**config.mk**
```make
export PLATFORM = sky130hd
export DESIGN_NAME = mcycle_sequencer
export DESIGN_NICKNAME = d
export VERILOG_FILES = /design/src/rtl/gb_cpu_pkg.sv /design/src/rtl/mcycle_tcounter.sv /design/src/rtl/mcycle_sequencer.sv
export SDC_FILE = /design/constraint.sdc
export NUM_CORES = 1
export LEC_CHECK = 0
export ABC_CLOCK_PERIOD_IN_PS = 2700
export BUFFER_PORTS_ARGS = -buffer_cell sky130_fd_sc_hd__buf_4
export CAP_MARGIN = 20
export CORE_ASPECT_RATIO = 0.7
export CORE_UTILIZATION = 35
export CTS_BUF_LIST = sky130_fd_sc_hd__clkbuf_4 sky130_fd_sc_hd__clkbuf_8 sky130_fd_sc_hd__clkbuf_16
export DETAILED_ROUTE_END_ITERATION = 12
export HOLD_SLACK_MARGIN = 0.03
export PLACE_DENSITY_LB_ADDON = 0.1
export SLEW_MARGIN = 20
export SYNTH_ARGS = -nofsm -noshare
export SYNTH_HDL_FRONTEND = slang
export SYNTH_SLANG_ARGS = --single-unit
```
**constraint.sdc**
```tcl
create_clock -name clk -period 2.7 [get_ports clk]
set_clock_uncertainty 0.1 [all_clocks]
set_input_delay 0.54 -clock clk [delete_from_list [all_inputs] [get_ports clk]]
set_output_delay 0.54 -clock clk [all_outputs]
set_load 0.005 [all_outputs]
```
**src/rtl/gb_cpu_pkg.sv**
```systemverilog
// gb_cpu_pkg: register codes, sequencer state encodings, opcode constants
// and the load-subset decoder shared by the M-cycle sequencer.
package gb_cpu_pkg;

  localparam logic [2:0] REG_B   = 3'b000;
  localparam logic [2:0] REG_C   = 3'b001;
  localparam logic [2:0] REG_D   = 3'b010;
  localparam logic [2:0] REG_E   = 3'b011;
  localparam logic [2:0] REG_H   = 3'b100;
  localparam logic [2:0] REG_L   = 3'b101;
  localparam logic [2:0] ADDR_HL = 3'b110;
  localparam logic [2:0] REG_A   = 3'b111;

  localparam logic [2:0] ST_FETCH   = 3'd0;
  localparam logic [2:0] ST_OPERAND = 3'd1;
  localparam logic [2:0] ST_MEMRD   = 3'd2;
  localparam logic [2:0] ST_MEMWR   = 3'd3;
  localparam logic [2:0] ST_HALT    = 3'd4;

  localparam logic [7:0] OP_NOP  = 8'h00;
  localparam logic [7:0] OP_HALT = 8'h76;
  localparam logic [7:0] OP_LDHN = 8'h36;

  typedef struct packed {
    logic ld_rr;
    logic ld_d8;
    logic ld_r_hl;
    logic ld_hl_r;
    logic halt;
    logic legal;
  } dec_t;

  // Quadrant 01 is the LD r,r' block; (HL) in either
  // field turns it into a memory form, 0x76 is HALT.
  function automatic dec_t decode(input logic [7:0] op);
    dec_t d;
    d = '0;
    if (op[7:6] == 2'b01) begin
      if (op == OP_HALT)
        d.halt = 1'b1;
      else if (op[2:0] == ADDR_HL)
        d.ld_r_hl = 1'b1;
      else if (op[5:3] == ADDR_HL)
        d.ld_hl_r = 1'b1;
      else
        d.ld_rr = 1'b1;
    end else if (op[7:6] == 2'b00 &&
                 op[2:0] == 3'b110 &&
                 op != OP_LDHN) begin
      d.ld_d8 = 1'b1;
    end
    d.legal = d.ld_rr | d.ld_d8 | d.ld_r_hl |
              d.ld_hl_r | d.halt | (op == OP_NOP);
    return d;
  endfunction

endpackage

```
**src/rtl/mcycle_tcounter.sv**
```systemverilog
// mcycle_tcounter: T-state counter (T1 = index 0) that wraps every
// T_PER_M clocks and holds at T2 while mem_wait stalls a busy bus.
// Ports: clk, rst (async, active low), en, mem_wait, busy ->
//        t_idx, last_t, step (counter advances this clock).
module mcycle_tcounter #(
  parameter int T_PER_M = 4,
  parameter int TW      = 2
) (
  input  logic          clk,
  input  logic          rst,
  input  logic          en,
  input  logic          mem_wait,
  input  logic          busy,
  output logic [TW-1:0] t_idx,
  output logic          last_t,
  output logic          step
);

  logic stall;

  assign stall  = (t_idx == TW'(1)) &&
                  mem_wait && busy;
  assign step   = en && !stall;
  assign last_t = (t_idx == TW'(T_PER_M - 1));

  always_ff @(posedge clk or negedge rst) begin
    if (!rst) begin
      t_idx <= '0;
    end else if (step) begin
      t_idx <= last_t ? '0 : t_idx + TW'(1);
    end
  end

endmodule

```
**src/rtl/mcycle_sequencer.sv**
```systemverilog
// mcycle_sequencer: splits clk into T-states/M-cycles, fetches opcodes,
// runs the 8-bit load subset and drives register-file and memory strobes.
// Inputs: clk, rst (async, active low), mem_rdata, mem_wait, rf_rdata.
// Outputs: m1t1, writeback, inc_pc, wr_sel, rd_sel, wr_en, rd_en,
//          drive_addr, rf_wdata, mem_rd, mem_wr, mem_wdata, halted.
// SEQ_ILLEGAL_TRAP_EN: adds illegal_op; undecoded opcodes halt the core.
module mcycle_sequencer
  import gb_cpu_pkg::*;
#(
  parameter int T_PER_M = 4
) (
  input  logic       clk,
  input  logic       rst,
  input  logic [7:0] mem_rdata,
  input  logic       mem_wait,
  input  logic [7:0] rf_rdata,
  output logic       m1t1,
  output logic       writeback,
  output logic       inc_pc,
  output logic [2:0] wr_sel,
  output logic [2:0] rd_sel,
  output logic       wr_en,
  output logic       rd_en,
  output logic       drive_addr,
  output logic [7:0] rf_wdata,
  output logic       mem_rd,
  output logic       mem_wr,
  output logic [7:0] mem_wdata,
`ifdef SEQ_ILLEGAL_TRAP_EN
  output logic       illegal_op,
`endif
  output logic       halted
);

  localparam int TW = $clog2(T_PER_M);

  logic          run;
  logic [2:0]    state;
  logic [7:0]    opcode;
  logic [7:0]    data_q;
  logic [7:0]    wdata_q;
  logic [TW-1:0] t_idx;
  logic          last_t;
  logic          step;
  logic          cnt_en;
  logic          t_1;
  logic          t_2;
  logic          t_12;
  logic          t_123;
  logic          t_ge3;
  dec_t          dec;
  logic [2:0]    src;
  logic [2:0]    dst;

  assign dec   = decode(opcode);
  assign src   = opcode[2:0];
  assign dst   = opcode[5:3];
  assign t_1   = (t_idx == TW'(0));
  assign t_2   = (t_idx == TW'(1));
  assign t_12  = (t_idx <= TW'(1));
  assign t_123 = (t_idx <= TW'(2));
  assign t_ge3 = (t_idx >= TW'(2));

  // run keeps every output quiet until the first
  // clock after reset, which then becomes T1.
  assign cnt_en = run && (state != ST_HALT);

  mcycle_tcounter #(
    .T_PER_M (T_PER_M),
    .TW      (TW)
  ) u_tcnt (
    .clk      (clk),
    .rst      (rst),
    .en       (cnt_en),
    .mem_wait (mem_wait),
    .busy     (mem_rd | mem_wr),
    .t_idx    (t_idx),
    .last_t   (last_t),
    .step     (step)
  );

  assign mem_wdata = wdata_q;

  always_comb begin
    m1t1       = 1'b0;
    writeback  = 1'b0;
    inc_pc     = 1'b0;
    wr_sel     = 3'b000;
    rd_sel     = 3'b000;
    wr_en      = 1'b0;
    rd_en      = 1'b0;
    drive_addr = 1'b0;
    rf_wdata   = 8'h00;
    mem_rd     = 1'b0;
    mem_wr     = 1'b0;
    halted     = 1'b0;
    if (run) begin
      case (state)
        ST_FETCH: begin
          m1t1   = t_1;
          mem_rd = t_12;
          if (t_ge3 && (dec.ld_rr || dec.ld_hl_r)) begin
            rd_en  = 1'b1;
            rd_sel = src;
          end
          if (last_t && dec.ld_rr) begin
            wr_sel    = dst;
            wr_en     = 1'b1;
            writeback = 1'b1;
            rf_wdata  = rf_rdata;
          end
        end
        ST_OPERAND: begin
          mem_rd = t_12;
          inc_pc = (t_idx == TW'(2));
          if (last_t) begin
            wr_sel    = dst;
            wr_en     = 1'b1;
            writeback = 1'b1;
            rf_wdata  = data_q;
          end
        end
        ST_MEMRD: begin
          mem_rd     = t_12;
          drive_addr = t_123;
          rd_sel     = t_123 ? ADDR_HL : 3'b000;
          if (last_t) begin
            wr_sel    = dst;
            wr_en     = 1'b1;
            writeback = 1'b1;
            rf_wdata  = data_q;
          end
        end
        ST_MEMWR: begin
          drive_addr = 1'b1;
          rd_sel     = ADDR_HL;
          mem_wr     = !t_1 && t_123;
        end
        ST_HALT: begin
          halted = 1'b1;
        end
        default: begin
          halted = 1'b0;
        end
      endcase
    end
  end

  always_ff @(posedge clk or negedge rst) begin
    if (!rst) begin
      run     <= 1'b0;
      state   <= ST_FETCH;
      opcode  <= OP_NOP;
      data_q  <= 8'h00;
      wdata_q <= 8'h00;
    end else begin
      run <= 1'b1;
      // Bus data is taken on the edge that opens T3.
      if (step && t_2) begin
        if (state == ST_FETCH)
          opcode <= mem_rdata;
        if (state == ST_OPERAND ||
            state == ST_MEMRD)
          data_q <= mem_rdata;
      end
      if (step && last_t) begin
        if (state == ST_FETCH) begin
          unique case (1'b1)
            dec.ld_d8:   state <= ST_OPERAND;
            dec.ld_r_hl: state <= ST_MEMRD;
            dec.ld_hl_r: begin
              state   <= ST_MEMWR;
              wdata_q <= rf_rdata;
            end
            dec.halt:    state <= ST_HALT;
            default: begin
`ifdef SEQ_ILLEGAL_TRAP_EN
              state <= dec.legal ?
                       ST_FETCH : ST_HALT;
`else
              state <= ST_FETCH;
`endif
            end
          endcase
        end else begin
          state <= ST_FETCH;
        end
      end
    end
  end

`ifdef SEQ_ILLEGAL_TRAP_EN
  always_ff @(posedge clk or negedge rst) begin
    if (!rst) begin
      illegal_op <= 1'b0;
    end else if (step && last_t &&
                 state == ST_FETCH &&
                 !dec.legal) begin
      illegal_op <= 1'b1;
    end
  end
`endif

endmodule

```
# After elaboration in Yosys (flattened, before gate mapping)
# Cells that the tools add are included.
[totals]
register_bits = 30
inputBits = 19
out_inout_bits = 31
word_cells = 93
[op_classes]
addsub = 1
n_lt_le_gt_ge = 3
eq_ne = 13
mux = 46
bitwise = 1
reduce_logical = 23
[op_table]
columns = ["op", "count"]
rows = [
  ["1-bit 2-to-1 mux", 27],
  ["3-bit 2-to-1 mux", 8],
  ["8-bit 2-to-1 mux", 3],
  ["8-bit one-hot mux with 2 select lines", 1],
  ["3-bit one-hot mux with 4 select lines", 1],
  ["1-bit logical AND", 11],
  ["3-bit == test (second input constant)", 3],
  ["3-bit one-hot mux with 3 select lines", 1],
  ["8-bit by 7-bit == test with 1-bit output (second input constant)", 1],
  ["8-bit by 6-bit inequality test with 1-bit output (second input constant)", 1],
  ["3-bit by 2-bit == test with 1-bit output (second input constant)", 2],
  ["3-bit one-hot mux with 2 select lines", 1],
  ["2-bit by 1-bit == test with 1-bit output (second input constant)", 2],
  ["2-bit == test (second input constant)", 2],
  ["2-bit zero test", 2],
  ["2-bit 2-to-1 mux", 2],
  ["1-bit one-hot mux with 2 select lines", 2],
  ["2-bit AND reduction", 2],
  ["3-bit by 1-bit == test with 1-bit output (second input constant)", 1],
  ["3-bit zero test", 1],
  ["3-bit inequality test (second input constant)", 1],
  ["3-bit AND reduction", 1],
  ["3-bit OR reduction", 1],
  ["2-bit by 1-bit adder with 2-bit output (second input constant)", 1],
  ["7 further kinds", 9],
]

# Depth between registers and ports, before layout
[logic_depth]
word_depth = 11
depth_mapped = 6
ltp_nobuf = 6

# Cells and area by module
# From an unflattened synthesis, not the netlist that was laid out.
[hier_totals]
hier_cells = 142
hier_area_um2 = 1697.9
[by_module_without_submodules]
columns = ["mod", "instances", "cells_per_inst", "area_each_um2", "seq_area_each_um2"]
rows = [
  ["mcycle_sequencer", 1, 131, 1576.5, 700.7],
  ["mcycle_tcounter", 1, 11, 121.4, 50.0],
]

# Worst setup path before layout
# No wires, ideal clock.
[synth_path]
path_kind = "flip-flop to output port"
start = "register state[1]"
end = "output port rf_wdata[0]"
t_arrival_ns = 1.481
t_required_ns = 2.060
setup_slack_ns = 0.579
stages_incl_launch_ff = 6
path_buffers = 1
path_cell_list = "dfrtp_1 > buf_4 > nor4_4 > nand3_2 > nor3_2 > a22o_1"
[synth_via]
elab_chain_len = 4
word_cells_on_any_way = 6
cone_classes = "2 x eq/ne; 2 x mux; 2 x reduce/logical"
[synth_lines]
columns = ["element", "line", "source"]
rows = [
  ["from (decl)", "mcycle_sequencer.sv:38", "logic [2:0] state;"],
  ["from (signal assigned)", "mcycle_sequencer.sv:152", "state <= ST_FETCH;"],
  ["from (signal assigned)", "mcycle_sequencer.sv:169", "dec.ld_d8: state <= ST_OPERAND;"],
  ["from (signal assigned)", "mcycle_sequencer.sv:170", "dec.ld_r_hl: state <= ST_MEMRD;"],
  ["3-bit by 1-bit == test with 1-bit output or 3-bit by 2-bit == test with 1-bit output (tied branches)", "mcycle_sequencer.sv:98", "case (state)"],
  ["2-bit OR reduction (no line)", "n/a", ""],
  ["8-bit one-hot mux with 2 select lines (*)", "mcycle_sequencer.sv:98", ""],
  ["8-bit 2-to-1 mux (*)", "mcycle_sequencer.sv:97", "if (run) begin"],
  ["to (decl)", "mcycle_sequencer.sv:25", "output logic [7:0] rf_wdata,"],
]
# Every way passes the cells marked *; elsewhere a longest branch is shown, timed or not.

# Worst setup path in the final report
[layout_path]
start = "register state[1]"
end = "output port wr_sel[0]"
[layout_via]
elab_chain_len = 4
word_cells_on_any_way = 6
cone_classes = "2 x eq/ne; 2 x mux; 2 x reduce/logical"
[layout_lines]
columns = ["element", "line", "source"]
rows = [
  ["3-bit by 1-bit == test with 1-bit output or 3-bit by 2-bit == test with 1-bit output (tied branches)", "mcycle_sequencer.sv:98", ""],
  ["2-bit OR reduction (no line)", "n/a", ""],
  ["3-bit one-hot mux with 2 select lines (*)", "mcycle_sequencer.sv:98", ""],
  ["3-bit 2-to-1 mux (*)", "mcycle_sequencer.sv:97", ""],
  ["to (decl)", "mcycle_sequencer.sv:20", "output logic [2:0] wr_sel,"],
]
# Marked as above.

==> results.md <==
* Starting density of the core at 0.3650
* Mapped Cells at 134
* CTS tree: yes
* Htree depth at 2
* Global Route met3 Usage at 0.04567
* DR WL/cell at 14.62 um
* Crit end category: output pin
* Layout cells sized above 1 at 0.4896
* Die Y at 58.22 um
* Final core occ at 0.4986
* Setup TNS at 0 ns
* I/O Buffers at 49
* Final worst path period share at 0.9534
* RR Startpoint: u_tcnt.t_idx[0]$_DFFE_PN0P_
* HPWL Detailed at 2761 um
* Primary FF master, synth: dfrtp_1
* Area growth, synth to finish at 36.58%
* Crit-path slowest cell: dfrtp_2
* Min-Delay Path Class: primary input to async pin
* Top Usage Layer GRT: met2
* Yosys top cell area share at 0.4751
* Crit path max fanout at 10
* Drt pass-1 iters at 4
* EDFF count, synth at 0
* Worst flop-to-flop path endpoint: mem_wdata[0]$_DFFE_PN0P_
* Clk sinks at 30
* Die area at 4792 sq um
* Minimum clock period at 2.574 ns
* Vias/cell at 5.012
* Crit path largest cell delay at 0.48 ns
* Gr ovfl total at 0
* GPL Wtd Cong at 0.8112
* Post-synthesis sequential area ratio at 0.4751
* Cell row count at 20
* Initial antenna violation count at 0
* Peak supply drop at 0.3533 mV
* Num CTS Buffers at 5
* Top cell type by total area after synthesis: dfrtp_1
* Fillers at 403
* Final Hold Viols at 0
* LEAKAGE at 1.091 nW
* Worst EP required at 2.06 ns
* Synth top area cells: dfrtp_1 (48%), mux2_2 (18%), a22o_1 (4.4%)
* Worst reg-to-reg setup slack at 0.37 ns
* Setup violations, final at 0
* Met2 Use GR at 0.2656
* PD cells at 874.6 nW/um^2
* Kind of critical path: flip-flop to output pin
* Antenna-violating nets left at 0
* Pins over their slew limit at 0
* Seq cells post-synth at 30
* Grt met1 use at 0.2321
* # IOs at 50
* Die W at 82.31 um
* Arrival time at the worst endpoint at 1.93 ns
* Worst Max-Slew Pin Slew at 0.5443 ns
* # DRC at 0
* Core Region at 4329 sq um
* Pre-CTS setup slack at 0.1518 ns
* Slew HR at 0.6360
* Global-route wire length before repair at 5975 um
* Reg area at 752.0 sq um
* Ys async rst share at 1.000
* Multi-input logic area at 804.5 sq um
* Most frequent cell after synthesis: dfrtp_1
* Post-Route WL at 3612 um
* Synthesized Nets at 157
* Cells on worst reg2reg path at 6
* Max Fclk at 388.5 MHz
* Root buffer cell: clkbuf_8
* Synth Cell Area at 1580 sq um
* Worst-case clock buffer depth at 2
* Top cell types by occurrence after synthesis: dfrtp_1 (30), mux2_2 (25), nand2_1 (10), a22o_1 (8), nor2_1 (7)
* Nets at 214
* CP Cell Sequence: nor4_4, nand3_4, o21a_1, nor3b_1, buf_4
* Setup crit start kind: flip-flop
* Ys Warns at 0
* Total power draw at 1.888 mW
* Vias at 1238
* Clock Latency Late Sink at 0.28 ns
* Distinct cells, synth at 37
* Syn Area/Cell at 11.79 sq um
* Status: completed
* Gr usage total at 0.1719
* Max Cap Viol at 0
* Setup ws final at 0.1258 ns
* Ant. Diodes at 0
* DR iter-0 viols at 76
* RSZ-0062 raised after global routing: false
* Largest net degree at the start of global routing at 31
* Vias in the first global route at 1247
* Clock Pin Slew Worst Setup and Hold Paths at 0.07 ns
## area by class of cell
cell class                      count  share of cell area
Timing Repair Buffer               54              0.1878
Clock inverter                      3             0.01855
Sequential cell                    30              0.3484
Inverter                            5            0.008696
Clock buffer                        5             0.03188
Multi-Input combinational cell     95              0.3728
Tap cell                           55             0.03188
## what timing repair did
item | in CTS | in global routing
hold buffers | 0 | 0
setup endpoints to repair | 8 | 13
pin swaps | 1 | 1
gates resized for setup | 1 | 3
setup buffers | 1 | 1
## layer usage
metal | up-vias | routed length (um)
li1 | 603 | -
met1 | 598 | 1700
met2 | 33 | 1669
met3 | 4 | 211
met4 | 0 | 31
met5 | - | 0
## report_power, final
part | switching (mW) | leakage, nW | total (mW) | internal (mW)
combinational | 0.323 | 0.640 | 0.706 | 0.383
clock | 0.165 | 0.0579 | 0.436 | 0.271
sequential | 0.148 | 0.393 | 0.745 | 0.598
## state kept, by name, indices dropped and copies added, names as in the netlist
name,cells
data_q,8
mem_wdata,8
opcode,8
state,3
u_tcnt.t_idx,2
run,1
## through the flow
| step | instances | instance area, sq um | hold WS [ns] |
|---|---|---|---|
| after floorplan | 134 | 1580 | 0.1444 |
| after global placement | 237 | 2014 | 0.3892 |
| final | 247 | 2158 | 0.08410 |
| after global routing | 247 | 2158 | 0.1014 |
| after detailed placement | 237 | 2014 | 0.3929 |
| after CTS | 246 | 2137 | 0.09644 |
## how the worst max path moves through the flow
stage / startpoint / cells after the start / slack, ns / to
after floorplan: state[1]$_DFFE_PN0P_ / 5 / 0.58 / rf_wdata[0]
after global placement: state[1]$_DFFE_PN0P_ / 6 / 0.13 / rf_wdata[3]
after detailed placement: state[1]$_DFFE_PN0P_ / 6 / 0.15 / rf_wdata[3]
after CTS: state[1]$_DFFE_PN0P_ / 5 / 0.06 / wr_sel[1]
after global routing: state[1]$_DFFE_PN0P_ / 5 / 0.02 / wr_sel[0]
final: state[1]$_DFFE_PN0P_ / 5 / 0.13 / wr_sel[0]
## critical path, delay by kind of cell (launching register included)
family | cells | cell delay [ns]
simple gates | 3 | 0.76
buf+inv | 1 | 0.14
flops | 1 | 0.48
compound gates | 1 | 0.27
## cell families (layout without fill, tap and decap cells)
family,count (synthesis),in the layout,synth area share
compound gates,21,21,0.1037
flops,30,30,0.4751
simple gates,42,42,0.1702
fa+ha+maj,4,4,0.03167
xor+xnor,2,2,0.01109
buf+inv,9,67,0.02770
mux,25,25,0.1781
other cells,1,1,0.002373
## cells in the final DEF (no fill, tap or decap), types with 2 or more instances in the layout
cell type,instances
buf_4,54
dfrtp_1,29
mux2_2,25
nand2_1,10
a22o_1,8
nor2_1,7
inv_1,5
clkbuf_8,5
nor3_1,4
ha_1,4
nand3b_1,3
o21ai_0,3
a21o_1,3
nor3b_1,2
a21oi_1,2
nor3_4,2
nand3_1,2
and3b_1,2
clkinv_2,2
Power figures use the tool's default switching activity.
